<file path="src/rtl/ps2_lane_input.sv">
// PS/2 set-2 receiver for the rhythm-game lanes: syncs and filters the raw lines, deframes bytes,
// tracks F0/E0 prefixes and drives held/press/rel for A,S,K,L,Enter. "release" is a reserved word, so that pulse port is rel.
module ps2_lane_input #(
  parameter int FILTER_LEN     = 8,
  parameter int TIMEOUT_CYCLES = 100000
) (
  input  logic       clk,
  input  logic       rst,
  input  logic       ps2_clk,
  input  logic       ps2_data,
  output logic [4:0] held,
  output logic [4:0] press,
  output logic [4:0] rel,
  output logic [7:0] scan_code,
  output logic       code_valid,
  output logic       frame_err
);
  localparam int FW = $clog2(FILTER_LEN + 1);
  localparam int TW = $clog2(TIMEOUT_CYCLES + 1);

  typedef enum logic [1:0] {IDLE, DATA, PARITY, STOP} state_t;

  logic [1:0]    clk_sync, data_sync;
  logic          filt, strobe;
  logic [FW-1:0] fcnt;
  state_t        state;
  logic [2:0]    bcnt;
  logic [7:0]    shreg;
  logic          par;
  logic [TW-1:0] to_cnt;
  logic          brk, ext;
  logic [4:0]    key;

  // Filtered clock flips on the FILTER_LEN-th consecutive sample of the new level.
  always_ff @(posedge clk or posedge rst) begin
    if (rst) begin
      clk_sync  <= 2'b11;
      data_sync <= 2'b11;
      filt      <= 1'b1;
      fcnt      <= '0;
      strobe    <= 1'b0;
    end else begin
      clk_sync  <= {clk_sync[0], ps2_clk};
      data_sync <= {data_sync[0], ps2_data};
      strobe    <= 1'b0;
      if (clk_sync[1] != filt) begin
        if (fcnt == FW'(FILTER_LEN - 1)) begin
          filt   <= ~filt;
          fcnt   <= '0;
          strobe <= filt;
        end else begin
          fcnt <= fcnt + 1'b1;
        end
      end else begin
        fcnt <= '0;
      end
    end
  end

  always_ff @(posedge clk or posedge rst) begin
    if (rst) begin
      state      <= IDLE;
      bcnt       <= '0;
      shreg      <= '0;
      par        <= 1'b0;
      to_cnt     <= '0;
      scan_code  <= '0;
      code_valid <= 1'b0;
      frame_err  <= 1'b0;
    end else begin
      code_valid <= 1'b0;
      frame_err  <= 1'b0;
      if (strobe) begin
        to_cnt <= '0;
        case (state)
          IDLE: if (!data_sync[1]) begin
            state <= DATA;
            bcnt  <= '0;
          end
          DATA: begin
            shreg <= {data_sync[1], shreg[7:1]};
            bcnt  <= bcnt + 1'b1;
            if (bcnt == 3'd7) state <= PARITY;
          end
          PARITY: begin
            par   <= data_sync[1];
            state <= STOP;
          end
          default: begin
            if (data_sync[1] && ^{shreg, par}) begin
              scan_code  <= shreg;
              code_valid <= 1'b1;
            end else begin
              frame_err <= 1'b1;
            end
            state <= IDLE;
          end
        endcase
      end else if (state == IDLE) begin
        to_cnt <= '0;
      end else if (to_cnt == TW'(TIMEOUT_CYCLES - 1)) begin
        state     <= IDLE;
        frame_err <= 1'b1;
        to_cnt    <= '0;
      end else begin
        to_cnt <= to_cnt + 1'b1;
      end
    end
  end

  // Extended prefix leaves only keypad Enter mapped.
  always_comb begin
    key = '0;
    case (scan_code)
      8'h1C:   key = 5'b00001;
      8'h1B:   key = 5'b00010;
      8'h42:   key = 5'b00100;
      8'h4B:   key = 5'b01000;
      8'h5A:   key = 5'b10000;
      default: key = '0;
    endcase
    if (ext && scan_code != 8'h5A) key = '0;
  end

  always_ff @(posedge clk or posedge rst) begin
    if (rst) begin
      held  <= '0;
      press <= '0;
      rel   <= '0;
      brk   <= 1'b0;
      ext   <= 1'b0;
    end else begin
      press <= '0;
      rel   <= '0;
      if (frame_err) begin
        brk <= 1'b0;
        ext <= 1'b0;
      end else if (code_valid) begin
        if (scan_code == 8'hF0) begin
          brk <= 1'b1;
        end else if (scan_code == 8'hE0) begin
          ext <= 1'b1;
        end else begin
          brk <= 1'b0;
          ext <= 1'b0;
          if (!brk && (held & key) == '0) begin
            held  <= held | key;
            press <= key;
          end else if (brk && (held & key) != '0) begin
            held <= held & ~key;
            rel  <= key;
          end
        end
      end
    end
  end
endmodule

</file>
<file path="config.mk">
export PLATFORM = sky130hd
export DESIGN_NAME = ps2_lane_input
export DESIGN_NICKNAME = d
export VERILOG_FILES = /design/src/rtl/ps2_lane_input.sv
export SDC_FILE = /design/constraint.sdc
export NUM_CORES = 1
export LEC_CHECK = 0
export CORE_ASPECT_RATIO = 0.6
export CORE_MARGIN = 8
export CORE_UTILIZATION = 45
export DETAILED_ROUTE_END_ITERATION = 6
export GPL_TIMING_DRIVEN = 0
export PLACE_DENSITY = 0.64
export SYNTH_ARGS = -nofsm -noshare
export SYNTH_HDL_FRONTEND = slang
export SYNTH_SLANG_ARGS = --single-unit
</file>
<file path="constraint.sdc">
create_clock -name clk -period 8.31 [get_ports clk]
set_input_delay 2.0775 -clock clk [delete_from_list [all_inputs] [get_ports clk]]
set_output_delay 2.0775 -clock clk [all_outputs]
set_load 0.01 [all_outputs]
</file>
# Word-level counts from Yosys, hierarchy flattened
# Index checks and enable logic that the tools add are counted.
dict set report word_totals {
  reg_bits 68
  in_bits 4
  out_inout_bits 25
  wordCells 118
}
dict set report classes {
  n_addsub 3
  n_eq_ne 19
  muxes 46
  bitwise_logic 9
  reduce_logical 23
}
# operator count
set op_table {}
lappend op_table {{5-bit 2-to-1 mux} 14}
lappend op_table {{17-bit 2-to-1 mux} 3}
lappend op_table {{5-bit one-hot mux with 5 select lines} 1}
lappend op_table {{8-bit by 7-bit == test with 1-bit output, second input constant} 3}
lappend op_table {{1-bit 2-to-1 mux} 18}
lappend op_table {{17-bit by 1-bit adder with 17-bit output, second input constant} 1}
lappend op_table {{17-bit == test, second input constant} 1}
lappend op_table {{8-bit by 5-bit == test with 1-bit output, second input constant} 2}
lappend op_table {{8-bit == test, second input constant} 2}
lappend op_table {{5-bit AND} 2}
lappend op_table {{2-bit 2-to-1 mux} 5}
lappend op_table {{2-bit AND reduction} 5}
lappend op_table {{9-bit parity} 1}
lappend op_table {{4-bit 2-to-1 mux} 2}
lappend op_table {{8-bit by 7-bit inequality test with 1-bit output, second input constant} 1}
lappend op_table {{2-bit nonzero test} 4}
lappend op_table {{2-bit inequality test, second input constant} 3}
lappend op_table {{3-bit inequality test, second input constant} 2}
lappend op_table {{2-bit one-hot mux with 3 select lines} 1}
lappend op_table {{3-bit one-hot mux with 2 select lines} 1}
lappend op_table {{3-bit AND reduction} 2}
lappend op_table {{5-bit zero test} 1}
lappend op_table {{1-bit NOT} 5}
lappend op_table {{5-bit NOT} 1}
lappend op_table {{16 further kinds} 19}

# Logic depth before layout (Yosys ltp)
# Gate-level depths: netlist (run 1).
dict set report logic_depth {
  depth_word 12
  mapped_depth 9
  ltp_nobuf 8
}

# Worst setup path before layout (run 1)
# OpenSTA, ideal clock, no wires.
dict set report synth_timing {
  path_kind {reg-to-reg}
  startpoint {register scan_code[2]}
  endpoint {register (tool-made name)}
  setup_time_ps 125
  arrival_time_ps 2572
  required_time_ps 8185
  path_slack_ps 5613
  path_stages_with_launch 9
  path_buffers 0
  synth_period_minus_slack_ps 2697
  path_cell_list {dfrtp_1 -> nor4b_1 -> and3_1 -> and3b_1 -> a221oi_1 -> ha_1 -> a211oi_1 -> nor2b_1 -> mux2_2}
}
# element line_no
set synth_rtl {}
lappend synth_rtl {{start: declaration} 14} ;# output logic [7:0] scan_code,
lappend synth_rtl {{start signal: assignment} 91} ;# scan_code <= shreg;

# Worst setup path in the final report (run 1)
dict set report layout_timing {
  startpoint {register scan_code[6]}
  endpoint {output scan_code[6]}
}
# No word-level cell between the ends.

==> out/results.tsv, run 1 <==
metric	value	unit
outcome	completed	
startpoint	scan_code[6]	
layout.nets	322	
cts.sinks	68	
synthesis.nets	283	
mostFrequentLayoutCells	63 x dfrtp_1, 30 x nor2_1, 28 x clkdlybuf4s50_1, 24 x mux2_2, 16 x nand2_1	
setup_viol_count_final	0	
post-place-ws	5.09	ns
cts_buffers	9	
hpwlAfterDp	4.46	mm
peakVddDrop	0.117	mV
wl_per_cell	15.8	um
required	6.23	ns
slew_headroom	44.4	%
cts_hold_buffers	0	
drt-initial-drc-count	191	
yosys_register_bits	68	
synth_edf_count	0	
cts_root_buf	clkbuf_16	
cp_slowest_cell	clkdlybuf4s50_1	
crit_arrival	1.44	ns
clk_latency	0.33	ns
synth.distinct_cells	46	
ctsHtreeMaxLevel	3	
die_x	124	um
timing.fmax	0.284	GHz
power_leakage	0.00163	uW
antenna_found_initial	0	
nFillCells	581	
cap_violations	0	
finalPower	725	uW
cts_buffer_depth	2	
vias_per_cell	5.26	
io_buffers	28	
start_kind	flip-flop	
cp_max_fo	10	
cts_tree	yes	
use_met2	17.0	%
synthesis.area	3140	um^2
start_util	46.8	%
hp-start	data_sync[0]	
slew_viol_final	0	
antenna_cells	0	
skew	0.00753	ns
drc_errors	0	
grt_max_degree	69	
clk_pin_slew	0.05	ns
rsz0062_at_grt	false	
via_count	2103	
grt_pass1_vias	2012	
track_usage	13.8	%
dr.pass1.iters	4	
layout_commonest_cell	dfrtp_1	
grt_first_pass_wirelength	10.4	mm
finalCritPeriodShare	42.3	%
syn_inst	269	
rr_startpoint	scan_code[2]	
path_class	reg -> out	
postCtsSetupRepairBufs	0	
utilization	56.8	%
synth_async_sr_flop_share	100	%
dieArea	10000	um^2
tns	0	ns
pwr_density_cell	191	nW/um^2
yosysWarnings	0	
area_delta_synth_final	21.2	%
fin_crit	3.52	ns
worstMarginPinSlew	0.833	ns
gr-usage-met1	20.1	%
coreArea	6710	um^2
finalHoldViolations	0	
place.gp.congestion	0.898	
synthFlopType	dfrtp_1	
whs	0.354	ns
routed_wl	6.33	mm
gr-total-overflow	0	
ctsResizeCount	0	
crit_path_max_incr_delay	0.60	ns
ys_seq_area_share	54.4	%
synth_area_per_cell	11.7	um^2
grt-busiest-layer	met1	
drive_gt1_share	16.0	%
hold_path.class	reg -> reg	
ios	29	
end_kind	output pin	
cp.buffers_inverters	1	
cp_top_family	buffers and inverters	
crit_chain	clkdlybuf4s50_1	
setup_slack	4.79	ns
ant_nets	0	
num_rows	23	
die_h	80.7	um
gr-usage-met3	5.88	%
==> metrics by stage <==
| step | std cells | instance area [um^2] |
|---|---|---|
| after CTS | 400 | 3810 |
| after global routing | 400 | 3810 |
| after floorplan | 269 | 3140 |
| after global placement | 384 | 3530 |
| after detailed placement | 384 | 3530 |
| final | 400 | 3810 |
==> report_power, final <==
part           internal, uW  switching, uW
registers               343           7.22
clock network           217            131
logic                  11.6           15.6
total                   572            154
==> logic make-up (layout without fill, tap and decap cells) <==
logic type / Yosys count / in the layout / synth area share [%]
multiplexers: 25 / 25 / 9.32
flip-flops: 68 / 68 / 54.4
adder cells (fa/ha/maj): 10 / 10 / 3.98
XOR/XNOR: 21 / 21 / 6.81
AO/OA/AOI/OAI: 23 / 23 / 4.66
buffers and inverters: 14 / 58 / 2.31
AND/OR/NAND/NOR: 108 / 108 / 18.5
==> synth_stat cells (6+ instances only) <==
master / number / area share [%]
nor2_1: 30 / 3.6
mux2_2: 24 / 8.6
xor2_1: 6 / 1.7
nand3_1: 13 / 2.1
inv_1: 9 / 1.1
xnor2_1: 13 / 3.6
a21oi_1: 7 / 1.1
dfrtp_1: 63 / 50
nand2_1: 16 / 1.9
nand4_1: 9 / 1.8
nor3_1: 6 / 0.96
ha_1: 10 / 4.0
==> sequential cells by signal (all words and copies together), names as in the netlist, named ones only <==
| register | cells |
|---|---|
| press | 5 |
| clk_sync | 2 |
| data_sync | 2 |
| rel | 5 |
| par | 1 |
| brk | 1 |
| strobe | 1 |
| ext | 1 |
| shreg | 8 |
| code_valid | 1 |
| fcnt | 4 |
| state | 2 |
| bcnt | 3 |
| scan_code | 8 |
| to_cnt | 17 |
| filt | 1 |
| frame_err | 1 |
==> path summary, 6_finish.rpt <==
| path | end | slack [ns] | cells after the start |
|---|---|---|---|
| worst max-delay path | scan_code[6] | 4.79 | 1 |
| worst min-delay path | data_sync[1] | 0.35 | 0 |
| worst max register to register | flip-flop | 5.12 | 8 |
| worst min register to register | data_sync[1] | 0.35 | 0 |
| max in group asynchronous | shreg[6] | 5.49 | 2 |
| min in group asynchronous | fcnt[2] | 2.27 | 2 |
==> layer usage <==
metal / vias to the layer above / wire length, um
li1: 1034 / -
met1: 1015 / 3400
met2: 48 / 2410
met3: 6 / 457
met4: 0 / 56
met5: - / 0
==> final cells by class <==
class	count	area (um^2)	share of cell area (%)
Multi-Input combinational cell	187	1360	35.7
Inverter	9	36.3	0.953
Buffer	5	38.8	1.02
Tap cell	87	109	2.86
Clock inverter	2	10.0	0.263
Timing Repair Buffer	28	280	7.36
Sequential cell	68	1710	44.9
Clock buffer	14	264	6.94
No activity file was read; power rests on OpenSTA's default activity.
==> run 2: changes to the inputs <==
==> constraint.sdc (replaced) <==
create_clock -name clk -period 3.5 [get_ports clk]
set_input_delay 0.875 -clock clk [delete_from_list [all_inputs] [get_ports clk]]
set_output_delay 0.875 -clock clk [all_outputs]
set_load 0.01 [all_outputs]
==> results of run 2 <==
The final DEF is identical to that of run 1. Status: completed.
Among the figures that moved: setup slack after placement 5.09 ns -> 0.375 ns; setup slack after layout 4.79 ns -> 0.312 ns; start point of the critical path scan_code[6] -> scan_code[2]; register-to-register setup slack 5.12 ns -> 0.31 ns; total power 725 uW -> 1720 uW; worst IR drop on VDD 0.117 mV -> 0.278 mV
